===== src/rtl/mc_ctrl.sv =====
// Multi-cycle MIPS-subset sequencer holding IR/A/B/ALUOut/MDR/NPC and driving every datapath control.
// 3-5 clocks per instruction; no backpressure, outputs are combinational from state and internal registers.
module mc_ctrl #(
   parameter logic [4:0] RA_REG  = 5'd31,
   parameter logic [3:0] ALU_ADD = 4'd0,
   parameter logic [3:0] ALU_SUB = 4'd1,
   parameter logic [3:0] ALU_OR  = 4'd2,
   parameter logic [3:0] ALU_LUI = 4'd3
) (
   input  logic        clk,
   input  logic        reset,
   input  logic [31:0] instr_in,
   input  logic [31:0] pc_in,
   input  logic [31:0] rd1,
   input  logic [31:0] rd2,
   input  logic [31:0] dm_rd,
   input  logic [31:0] alu_res,
   output logic        pc_we,
   output logic        jump_sign,
   output logic [31:0] jump_addr,
   output logic        gf_we,
   output logic [4:0]  gf_wa,
   output logic [31:0] gf_wd,
   output logic [4:0]  gf_ra1,
   output logic [4:0]  gf_ra2,
   output logic        dm_we,
   output logic [31:0] dm_addr,
   output logic [31:0] dm_wd,
   output logic [3:0]  alu_op,
   output logic [31:0] alu_a,
   output logic [31:0] alu_b,
   output logic [2:0]  state,
   output logic        instr_done,
   output logic        illegal
);

   typedef enum logic [2:0] {
      FETCH  = 3'd0,
      DECODE = 3'd1,
      EXEC   = 3'd2,
      MEM    = 3'd3,
      WB     = 3'd4
   } state_t;

   state_t      cur, nxt;
   logic [31:0] ir, a, b, alu_out, mdr, npc;

   logic [5:0]  opc, fn;
   logic        is_r, is_nop, is_addu, is_subu, is_jr;
   logic        is_ori, is_lui, is_lw, is_sw, is_beq, is_j, is_jal;
   logic        is_legal, is_alu_wb, beq_taken;
   logic [31:0] imm_z, imm_s, br_tgt, j_tgt;
   logic [4:0]  wb_wa;

   assign opc       = ir[31:26];
   assign fn        = ir[5:0];
   assign is_r      = (opc == 6'h00);
   assign is_nop    = (ir == 32'd0);
   assign is_addu   = is_r && (fn == 6'h21);
   assign is_subu   = is_r && (fn == 6'h23);
   assign is_jr     = is_r && (fn == 6'h08);
   assign is_ori    = (opc == 6'h0d);
   assign is_lui    = (opc == 6'h0f);
   assign is_lw     = (opc == 6'h23);
   assign is_sw     = (opc == 6'h2b);
   assign is_beq    = (opc == 6'h04);
   assign is_j      = (opc == 6'h02);
   assign is_jal    = (opc == 6'h03);
   assign is_legal  = is_nop | is_addu | is_subu | is_jr | is_ori | is_lui |
                      is_lw | is_sw | is_beq | is_j | is_jal;
   assign is_alu_wb = is_addu | is_subu | is_ori | is_lui;

   assign imm_z     = {16'd0, ir[15:0]};
   assign imm_s     = {{16{ir[15]}}, ir[15:0]};
   assign br_tgt    = npc + {{14{ir[15]}}, ir[15:0], 2'b00};
   assign j_tgt     = {npc[31:28], ir[25:0], 2'b00};
   assign beq_taken = is_beq && (a == b);
   assign wb_wa     = is_r ? ir[15:11] : ir[20:16];

   assign gf_ra1     = ir[25:21];
   assign gf_ra2     = ir[20:16];
   assign state      = cur;
   assign instr_done = pc_we;

   always_ff @(posedge clk or posedge reset) begin
      if (reset) begin
         cur     <= FETCH;
         ir      <= 32'd0;
         a       <= 32'd0;
         b       <= 32'd0;
         alu_out <= 32'd0;
         mdr     <= 32'd0;
         npc     <= 32'd0;
      end else begin
         cur <= nxt;
         case (cur)
            FETCH: begin
               ir  <= instr_in;
               npc <= pc_in + 32'd4;
            end
            DECODE: begin
               a <= rd1;
               b <= rd2;
            end
            EXEC: alu_out <= alu_res;
            MEM:  if (is_lw) mdr <= dm_rd;
            default: ;
         endcase
      end
   end

   always_comb begin
      nxt       = FETCH;
      pc_we     = 1'b0;
      jump_sign = 1'b0;
      jump_addr = 32'd0;
      gf_we     = 1'b0;
      gf_wa     = 5'd0;
      gf_wd     = 32'd0;
      dm_we     = 1'b0;
      dm_addr   = 32'd0;
      dm_wd     = 32'd0;
      alu_op    = ALU_ADD;
      alu_a     = 32'd0;
      alu_b     = 32'd0;
      illegal   = 1'b0;
      case (cur)
         FETCH:  nxt = DECODE;
         DECODE: begin
            nxt     = EXEC;
            illegal = !is_legal;
         end
         EXEC: begin
            alu_a = a;
            if (is_addu) begin
               alu_b = b;
            end else if (is_subu) begin
               alu_op = ALU_SUB;
               alu_b  = b;
            end else if (is_ori) begin
               alu_op = ALU_OR;
               alu_b  = imm_z;
            end else if (is_lui) begin
               alu_op = ALU_LUI;
               alu_b  = imm_z;
            end else if (is_lw || is_sw) begin
               alu_b = imm_s;
            end
            if (is_alu_wb) begin
               nxt = WB;
            end else if (is_lw || is_sw) begin
               nxt = MEM;
            end else begin
               // branch/jump/nop/illegal instructions retire here
               pc_we = 1'b1;
               if (beq_taken) begin
                  jump_sign = 1'b1;
                  jump_addr = br_tgt;
               end else if (is_j || is_jal) begin
                  jump_sign = 1'b1;
                  jump_addr = j_tgt;
               end else if (is_jr) begin
                  jump_sign = 1'b1;
                  jump_addr = a;
               end
               if (is_jal) begin
                  gf_we = (RA_REG != 5'd0);
                  gf_wa = RA_REG;
                  gf_wd = npc;
               end
            end
         end
         MEM: begin
            dm_addr = alu_out;
            if (is_sw) begin
               dm_we = 1'b1;
               dm_wd = b;
               pc_we = 1'b1;
            end else begin
               nxt = WB;
            end
         end
         WB: begin
            pc_we = 1'b1;
            gf_wa = wb_wa;
            gf_wd = is_lw ? mdr : alu_out;
            gf_we = (wb_wa != 5'd0);
         end
         default: nxt = FETCH;
      endcase
   end

endmodule


===== config.mk =====
export PLATFORM = sky130hd
export DESIGN_NAME = mc_ctrl
export DESIGN_NICKNAME = d
export VERILOG_FILES = /design/src/rtl/mc_ctrl.sv
export SDC_FILE = /design/constraint.sdc
export NUM_CORES = 1
export LEC_CHECK = 0
export ABC_AREA = 1
export CAP_MARGIN = 10
export CORE_UTILIZATION = 40
export CTS_CLUSTER_SIZE = 24
export DETAILED_ROUTE_END_ITERATION = 16
export DONT_BUFFER_PORTS = 1
export GPL_ROUTABILITY_DRIVEN = 0
export PLACE_DENSITY = 0.62
export SYNTH_ARGS = -nofsm -noshare
export SYNTH_HDL_FRONTEND = slang
export SYNTH_SLANG_ARGS = --single-unit
export TNS_END_PERCENT = 10

===== constraint.sdc =====
create_clock -name clk -period 6.69 [get_ports clk]
set_clock_uncertainty 0.1 [all_clocks]
set_input_delay 1.338 -clock clk [delete_from_list [all_inputs] [get_ports clk]]
set_output_delay 1.338 -clock clk [all_outputs]
set_load 0.03 [all_outputs]

# Word level (Yosys, flattened, before mapping)
# Index checks and enable logic that the tools add are counted.
dict set report totals {
  register_bits 195
  input_bits 194
  out_inout_bits 220
  word_cells 100
}
dict set report classes {
  n_addsub 2
  n_eq_ne 15
  mux 51
  bitwise 13
  n_reduce_logical 12
}
# op count
set ops {}
lappend ops {{$mux W32} 20}
lappend ops {{$pmux W32 S2} 1}
lappend ops {{$add A32 B3 Y32 const B} 1}
lappend ops {{$add A32 B32 Y32} 1}
lappend ops {{$eq A32 B32 Y1} 1}
lappend ops {{$logic_not A32 Y1} 1}
lappend ops {{$eq A6 B6 Y1 const B} 4}
lappend ops {{$mux W5} 4}
lappend ops {{$eq A6 B4 Y1 const B} 3}
lappend ops {{$mux W1} 14}
lappend ops {{$or A1 B1 Y1} 13}
lappend ops {{$eq A6 B2 Y1 const B} 2}
lappend ops {{$mux W2} 6}
lappend ops {{$pmux W3 S4} 1}
lappend ops {{$pmux W5 S2} 1}
lappend ops {{$eq A3 B2 Y1 const B} 2}
lappend ops {{$eq A6 B3 Y1 const B} 1}
lappend ops {{$logic_not A6 Y1} 1}
lappend ops {{$mux W3} 2}
lappend ops {{$reduce_bool A5 Y1} 1}
lappend ops {{$logic_and A1 B1 Y1} 4}
lappend ops {{$eq A3 B1 Y1 const B} 1}
lappend ops {{$eq A3 B3 Y1 const B} 1}
lappend ops {{$logic_not A3 Y1} 1}
lappend ops {{5 further kinds} 6}

# Depth between registers and ports, before layout
# Gate-level depths: netlist (run 1).
dict set report logic_depth {
  depth_word 14
  depth_mapped 15
  mapped_depth_nobuf 15
}

# Worst setup path after synthesis (run 1)
# Ideal clock, no wire load.
dict set report synth_path {
  path_kind {reg-to-output}
  startpoint {register ir[15]}
  endpoint {output jump_addr[28]}
  arrival_ps 2179
  required_ps 5252
  path_slack_ps 3073
  path_stages_with_launch 11
  n_path_buf 0
  cell_sequence {dfrtp_1 -> ha_1 -> nand2_1 -> inv_1 -> a21oi_1 -> nand2_1 -> a21oi_1 -> nand3_1 -> nand2_1 -> nor2_1 -> nor2_1}
}
dict set report synth_between {
  elab_chain_len 5
}
# item line
set synth_lines {}
lappend synth_lines {{start, declared} 46} ;# logic [31:0] ir, a, b, alu_out, mdr, npc;
lappend synth_lines {{start signal, assigned} 98} ;# ir <= instr_in;
lappend synth_lines {{$add A32 B32 Y32} 75} ;# assign br_tgt = npc + {{14{ir[15]}}, ir[15:0], 2'b00};
lappend synth_lines {{$mux W32} 156} ;# if (beq_taken) begin
lappend synth_lines {{$mux W32} 151} ;# end else if (is_lw || is_sw) begin
lappend synth_lines {{$mux W32} 149} ;# if (is_alu_wb) begin
lappend synth_lines {{$mux W32} 127} ;# case (cur)
lappend synth_lines {{end, declared} 20} ;# output logic [31:0] jump_addr,
# Every way passes these cells.

# Worst setup path in the final report (run 1)
dict set report layout_path {
  startpoint {register ir[30]}
  endpoint {output alu_b[0]}
}
dict set report layout_between {
  elab_chain_len 8
  word_cells_on_any_way 14
  classes_between {4 x eq/ne; 6 x mux; 4 x reduce/logical}
}
# item line
set layout_lines {}
lappend layout_lines {{$eq A6 B6 Y1 (on tied branches)} {64, 65}}
lappend layout_lines {{$logic_or A1 B1 Y1} 146} ;# end else if (is_lw || is_sw) begin
lappend layout_lines {{$mux W32} 146}
lappend layout_lines {{$mux W32} 143} ;# end else if (is_lui) begin
lappend layout_lines {{$mux W32} 140} ;# end else if (is_ori) begin
lappend layout_lines {{$mux W32} 137} ;# end else if (is_subu) begin
lappend layout_lines {{$mux W32 (*)} 135} ;# if (is_addu) begin
lappend layout_lines {{$mux W32 (*)} 127}
lappend layout_lines {{end, declared} 31} ;# output logic [31:0] alu_b,
# Mark *: on every way between the ends. The rest lies on a longest branch, timed or not.

==> results.cfg, run 1 <==
[setup_path]
cp-start-kind = flop
end_kind = output pin
worstReg2RegEnd = a[2]
ff2ff_path_depth = 6
cp.required_ps = 5250
r2r_slack_ps = 4140
path_class = reg -> out
crit_arrival_ps = 3740
crit_fanout = 30
timing.rr.start = state[2]

[clock_tree]
root_buffer = clkbuf_16
cts_buffers = 17
htree_levels = 4
cts_sinks = 195
holdBufCountCts = 0
post_cts_resize_count = 0
cts_max_path_buffers = 2
clkTransAtPathRegs_ps = 80
cts_tree = yes
insertion_delay_ps = 470
cts_setup_buffers = 0

[place]
dpl.hpwl_mm = 41.9
port-buffer-count = 0
place_area_sq_um = 14300

[route]
postRouteWirelength_mm = 52.3
drt_first_pass_iters = 8
post_drt_wl_per_cell_microns = 20.3
ant_nets = 0
drc = 0
first_iter_violations = 1158
vias = 13900
viasPerCell = 5.39

[timing]
fin_setup_tns_ps = 0
worst_pin_slew_ps = 1140
max_freq_mhz = 193
setup_viol = 0
final_max_slew_viol_count = 0
finalHoldViolCount = 0
finalCritPeriodShare = 0.774
slew_headroom = 0.230
min_period_ps = 5180
rsz0062_at_grt = false

[cells_and_area]
multiInputGateArea_sq_um = 7520
final_nets = 2332
drive_gt1_frac = 0.0665
post-route-cell-area_sq_um = 14900
area_growth_pct = 6.31
ff_latch_area_sq_um = 4880
fillers = 3654
n_antenna_cell = 0

[global_route]
grt_start_max_net_pins = 103
grt_pass1_vias = 12800
grt_pass1_wl_mm = 77.7
grt_usage = 0.289
antenna_found_initial = 0
gr-total-overflow = 0

[yosys]
ys_top_cells_by_area = dfrtp_1 (35%), nand2_1 (18%), o21ai_0 (8.7%), inv_1 (7.9%), nor2_1 (7.4%)
synth_area_sq_um = 14000
async_reset_ff_frac = 1.00
synth-edff-count = 0
ys_seq_area_frac = 0.348
postSynthCellCount = 2165
synth.most_common_cell = nand2_1
synthDistinctLibCells = 50
synthFlopType = dfrtp_1
yosysWarnings = 0
synth_largest_area_cell = dfrtp_1
synth_top_cells_by_count = nand2_1 (687), inv_1 (296), nor2_1 (277)
syn_area_per_cell_sq_um = 6.47
yosys_register_bits = 195
synth_top_area_frac = 0.348

[floorplan]
fp.dieW_microns = 189
core_sq_um = 34500
num_io_pins = 414
initial_core_util = 0.406
die_h_microns = 189
fp.dieArea_sq_um = 35800
rows = 68

[power_and_ir_drop]
leakage_nw = 7.50
irDropWorstVdd_uv = 358
powerDensity_nw_per_um2 = 527
power_mw = 7.85

[job]
drv_cap = 0

[outcome]
outcome = complete, no violations

[worst_hold_path]
holdPathEnd = mdr[23]
min_path_cells = 1
worst_hold_path_type = reg -> reg
min_from = mdr[23]
==> cell families after synthesis <==
| family | synth area share |
|---|---|
| compound gates | 0.134 |
| simple gates | 0.329 |
| mux | 0.0257 |
| xor+xnor | 0.0194 |
| fa+ha+maj | 0.0282 |
| buf+inv | 0.116 |
| flops | 0.348 |
| other cells | 0.000268 |
==> area by class of cell <==
type,count,area share
flip-flops and latches,195,0.328
clock inverters,15,0.0143
inverters,302,0.0764
multi-input cells,1572,0.505
well taps,455,0.0382
clock buffers,17,0.0286
repair buffers,19,0.00983
==> flip-flops by register name, summed over array words and instances (netlist names) <==
signal,count
state,3
b,32
a,32
ir,32
alu_out,32
mdr,32
npc,32
==> layer usage <==
| layer | vias up | wire length (microns) | global-route usage |
|---|---|---|---|
| met4 | 0 | 1470 | 0.0912 |
| li1 | 6636 | - | - |
| met5 | - | 0 | 0 |
| met2 | 674 | 23900 | 0.469 |
| met3 | 80 | 5520 | 0.0901 |
| met1 | 6480 | 21400 | 0.365 |
==> cell usage in the layout (no fill, tap or decap), types with 4 or more instances in the layout <==
cell type / count
o21ai_1: 6
nor2_4: 4
clkbuf_16: 17
buf_4: 18
mux2_2: 29
nand3b_1: 9
inv_2: 7
o21ai_0: 243
inv_1: 293
ha_1: 30
nand4_1: 14
nor2_2: 6
xnor2_1: 10
nor2_1: 277
nor3_1: 11
nand2_1: 687
nand2_2: 17
nand3_1: 88
a21oi_2: 4
xor2_1: 21
dfrtp_1: 195
a211oi_2: 10
a21oi_1: 65
o22ai_1: 7
==> power by group <==
group          total [mW]  switching (mW)  internal [mW]
Combinational        4.36            3.17           1.19
Clock                1.13           0.526          0.606
Sequential           2.36           0.632           1.73
Total                7.85            4.32           3.53
==> worst max path at each step <==
stage	startpoint	to	slack, ps	cells after the start
after floorplan	reset	a[0]	2730	1
after global placement	ir[26]	alu_b[0]	2060	9
after detailed placement	a[24]	jump_addr[10]	2040	11
after CTS	a[24]	jump_addr[10]	1530	11
after global routing	a[30]	jump_addr[10]	1210	11
final	ir[30]	alu_b[0]	1510	9
==> critical path, cell delays in order, from the launching register on <==
cell	delay, ps
dfrtp_1	420
nor2_4	170
nand2_2	150
nor2_8	170
nand2_2	290
inv_2	600
nor2_1	160
nand2_2	150
nand2_2	230
a211oi_1	920
==> metrics by stage <==
| step | cells | utilization | setup WS [ps] | hold slack [ps] |
|---|---|---|---|---|
| 3_3_place_gp | 2543 | 0.413 | 2060 | 378 |
| 6_report | 2575 | 0.431 | 1510 | 399 |
| 2_1_floorplan | 2166 | - | 2730 | 365 |
| 3_5_place_dp | 2543 | 0.413 | 2040 | 385 |
| 5_1_grt | 2575 | 0.431 | 1210 | 424 |
| 4_1_cts | 2575 | 0.431 | 1530 | 405 |
(Power assumes the default switching activity.)
==> run 2: changes to the inputs <==
==> constraint.sdc (replaced) <==
create_clock -name clk -period 4.64 [get_ports clk]
set_clock_uncertainty 0.1 [all_clocks]
set_input_delay 0.928 -clock clk [delete_from_list [all_inputs] [get_ports clk]]
set_output_delay 0.928 -clock clk [all_outputs]
set_load 0.03 [all_outputs]
==> run 2 against run 1 <==
  * Clock-buffer cell count increased by 3
  * Via count increased by 1.3%
  * Wire length grew 0.46%
  * Setup slack worse by 1400 ps
  * Cell area up 2.6%
  * Sequential share of layout area decreased by 0.84 points
  * Critical path type unchanged
  * Highest routed layer is now met5
==> results.cfg, run 2 (synthesis results as in run 1) <==
[outcome]
outcome = complete, no violations

[global_route]
grt_pass1_wl_mm = 78.1
grt_usage = 0.292
grt_start_max_net_pins = 115
gr-total-overflow = 0
antenna_found_initial = 4
grt_pass1_vias = 13100

[setup_path]
path_class = reg -> out
critPathMostFrequentCell = nand2_2
crit_fanout = 30
critPathBufInv = 2
critPathTopFamily = simple AND/OR/NAND/NOR gates
end_kind = output pin
cp.required_ps = 3610
cp_cell_sequence = nor2_1 -> inv_1 -> nor2_8 -> nand2_2 -> inv_2 -> nor2_1 -> nand2_2 -> nand2_2 -> a211oi_2
worst_path_max_delay_cell = inv_2
crit_arrival_ps = 3500
cp-start-kind = flop
max_stage_delay_ps = 640

[floorplan]
num_io_pins = 414
core_sq_um = 34500
fp.dieW_microns = 189
die_h_microns = 189
rows = 68
fp.dieArea_sq_um = 35800
initial_core_util = 0.406

[clock_tree]
insertion_delay_ps = 470
cts_buffers = 17
cts_sinks = 195
post_cts_resize_count = 0
cts_setup_buffers = 0
clkTransAtPathRegs_ps = 80
cts_max_path_buffers = 2
cts_tree = yes
holdBufCountCts = 0
root_buffer = clkbuf_16
htree_levels = 4

[timing]
final_max_slew_viol_count = 0
rsz0062_at_grt = true
finalHoldViolCount = 0
finalCritPeriodShare = 0.977
layout_setup_ws_ps = 109
min_period_ps = 4530
setup_viol = 0
fin_setup_tns_ps = 0
max_freq_mhz = 221
worst_pin_slew_ps = 1100
slew_headroom = 0.265

[route]
viasPerCell = 5.34
first_iter_violations = 1212
drc = 0
drt_first_pass_iters = 6
ant_nets = 0
postRouteWirelength_mm = 52.6
vias = 14100
post_drt_wl_per_cell_microns = 20.0

[cells_and_area]
fillers = 3689
drive_gt1_frac = 0.0896
area_growth_pct = 9.10
layout_common_cells = nand2_1 (687), inv_1 (293), nor2_1 (277)
post-route-cell-area_sq_um = 15300
final_nets = 2388
multiInputGateArea_sq_um = 7520
layout_commonest_cell = nand2_1
final_core_util = 0.442
ff_latch_area_sq_um = 4880

[power_and_ir_drop]
power_mw = 11.4
leakage_nw = 7.78
powerDensity_nw_per_um2 = 743
irDropWorstVdd_uv = 370

[place]
dp_slack_ps = 654
port-buffer-count = 0
place_area_sq_um = 14700
dpl.hpwl_mm = 42.2

[job]
drv_cap = 0

[worst_hold_path]
worst_hold_path_type = in -> async
run 2: per-stage QoR:
| step | hold WS (ps) | cells |
|---|---|---|
| 2_1_floorplan | 365 | 2166 |
| 3_3_place_gp | 380 | 2599 |
| 3_5_place_dp | 382 | 2599 |
| 4_1_cts | 401 | 2631 |
| 5_1_grt | 398 | 2632 |
| 6_report | 343 | 2633 |
run 2: worst paths after layout:
check | startpoint | endpoint | slack [ps] | depth (start not counted)
max | ir[26] | alu_b[9] | 110 | 9
min | reset | state[2] | 340 | 2
max reg2reg | state[2] | npc[3] | 1890 | 7
min reg2reg | mdr[4] | mdr[4] | 400 | 1
max in group asynchronous | reset | mdr[27] | 3420 | 2
min in group clk | mdr[4] | mdr[4] | 400 | 1
run 2: final cells by class:
type	instances	share of cell area
multi-input cells	1572	0.492
flip-flops and latches	195	0.319
inverters	302	0.0745
repair buffers	75	0.0379
well taps	455	0.0372
clock buffers	20	0.0292
clock inverters	12	0.00941
diodes	2	0.000327
run 2: per-layer routing:
metal,up-vias,part of all wire,global-route usage
met5,-,0.00025,0
met2,663,0.44,0.453
met3,113,0.099,0.0840
met1,6530,0.42,0.380
li1,6746,-,-
met4,2,0.040,0.117
run 2: power breakdown:
| part | internal, mW | switching (mW) | total [mW] |
|---|---|---|---|
| clock | 0.823 | 0.770 | 1.59 |
| sequential | 2.49 | 0.884 | 3.38 |
| combinational | 1.78 | 4.61 | 6.39 |
| total | 5.09 | 6.27 | 11.4 |
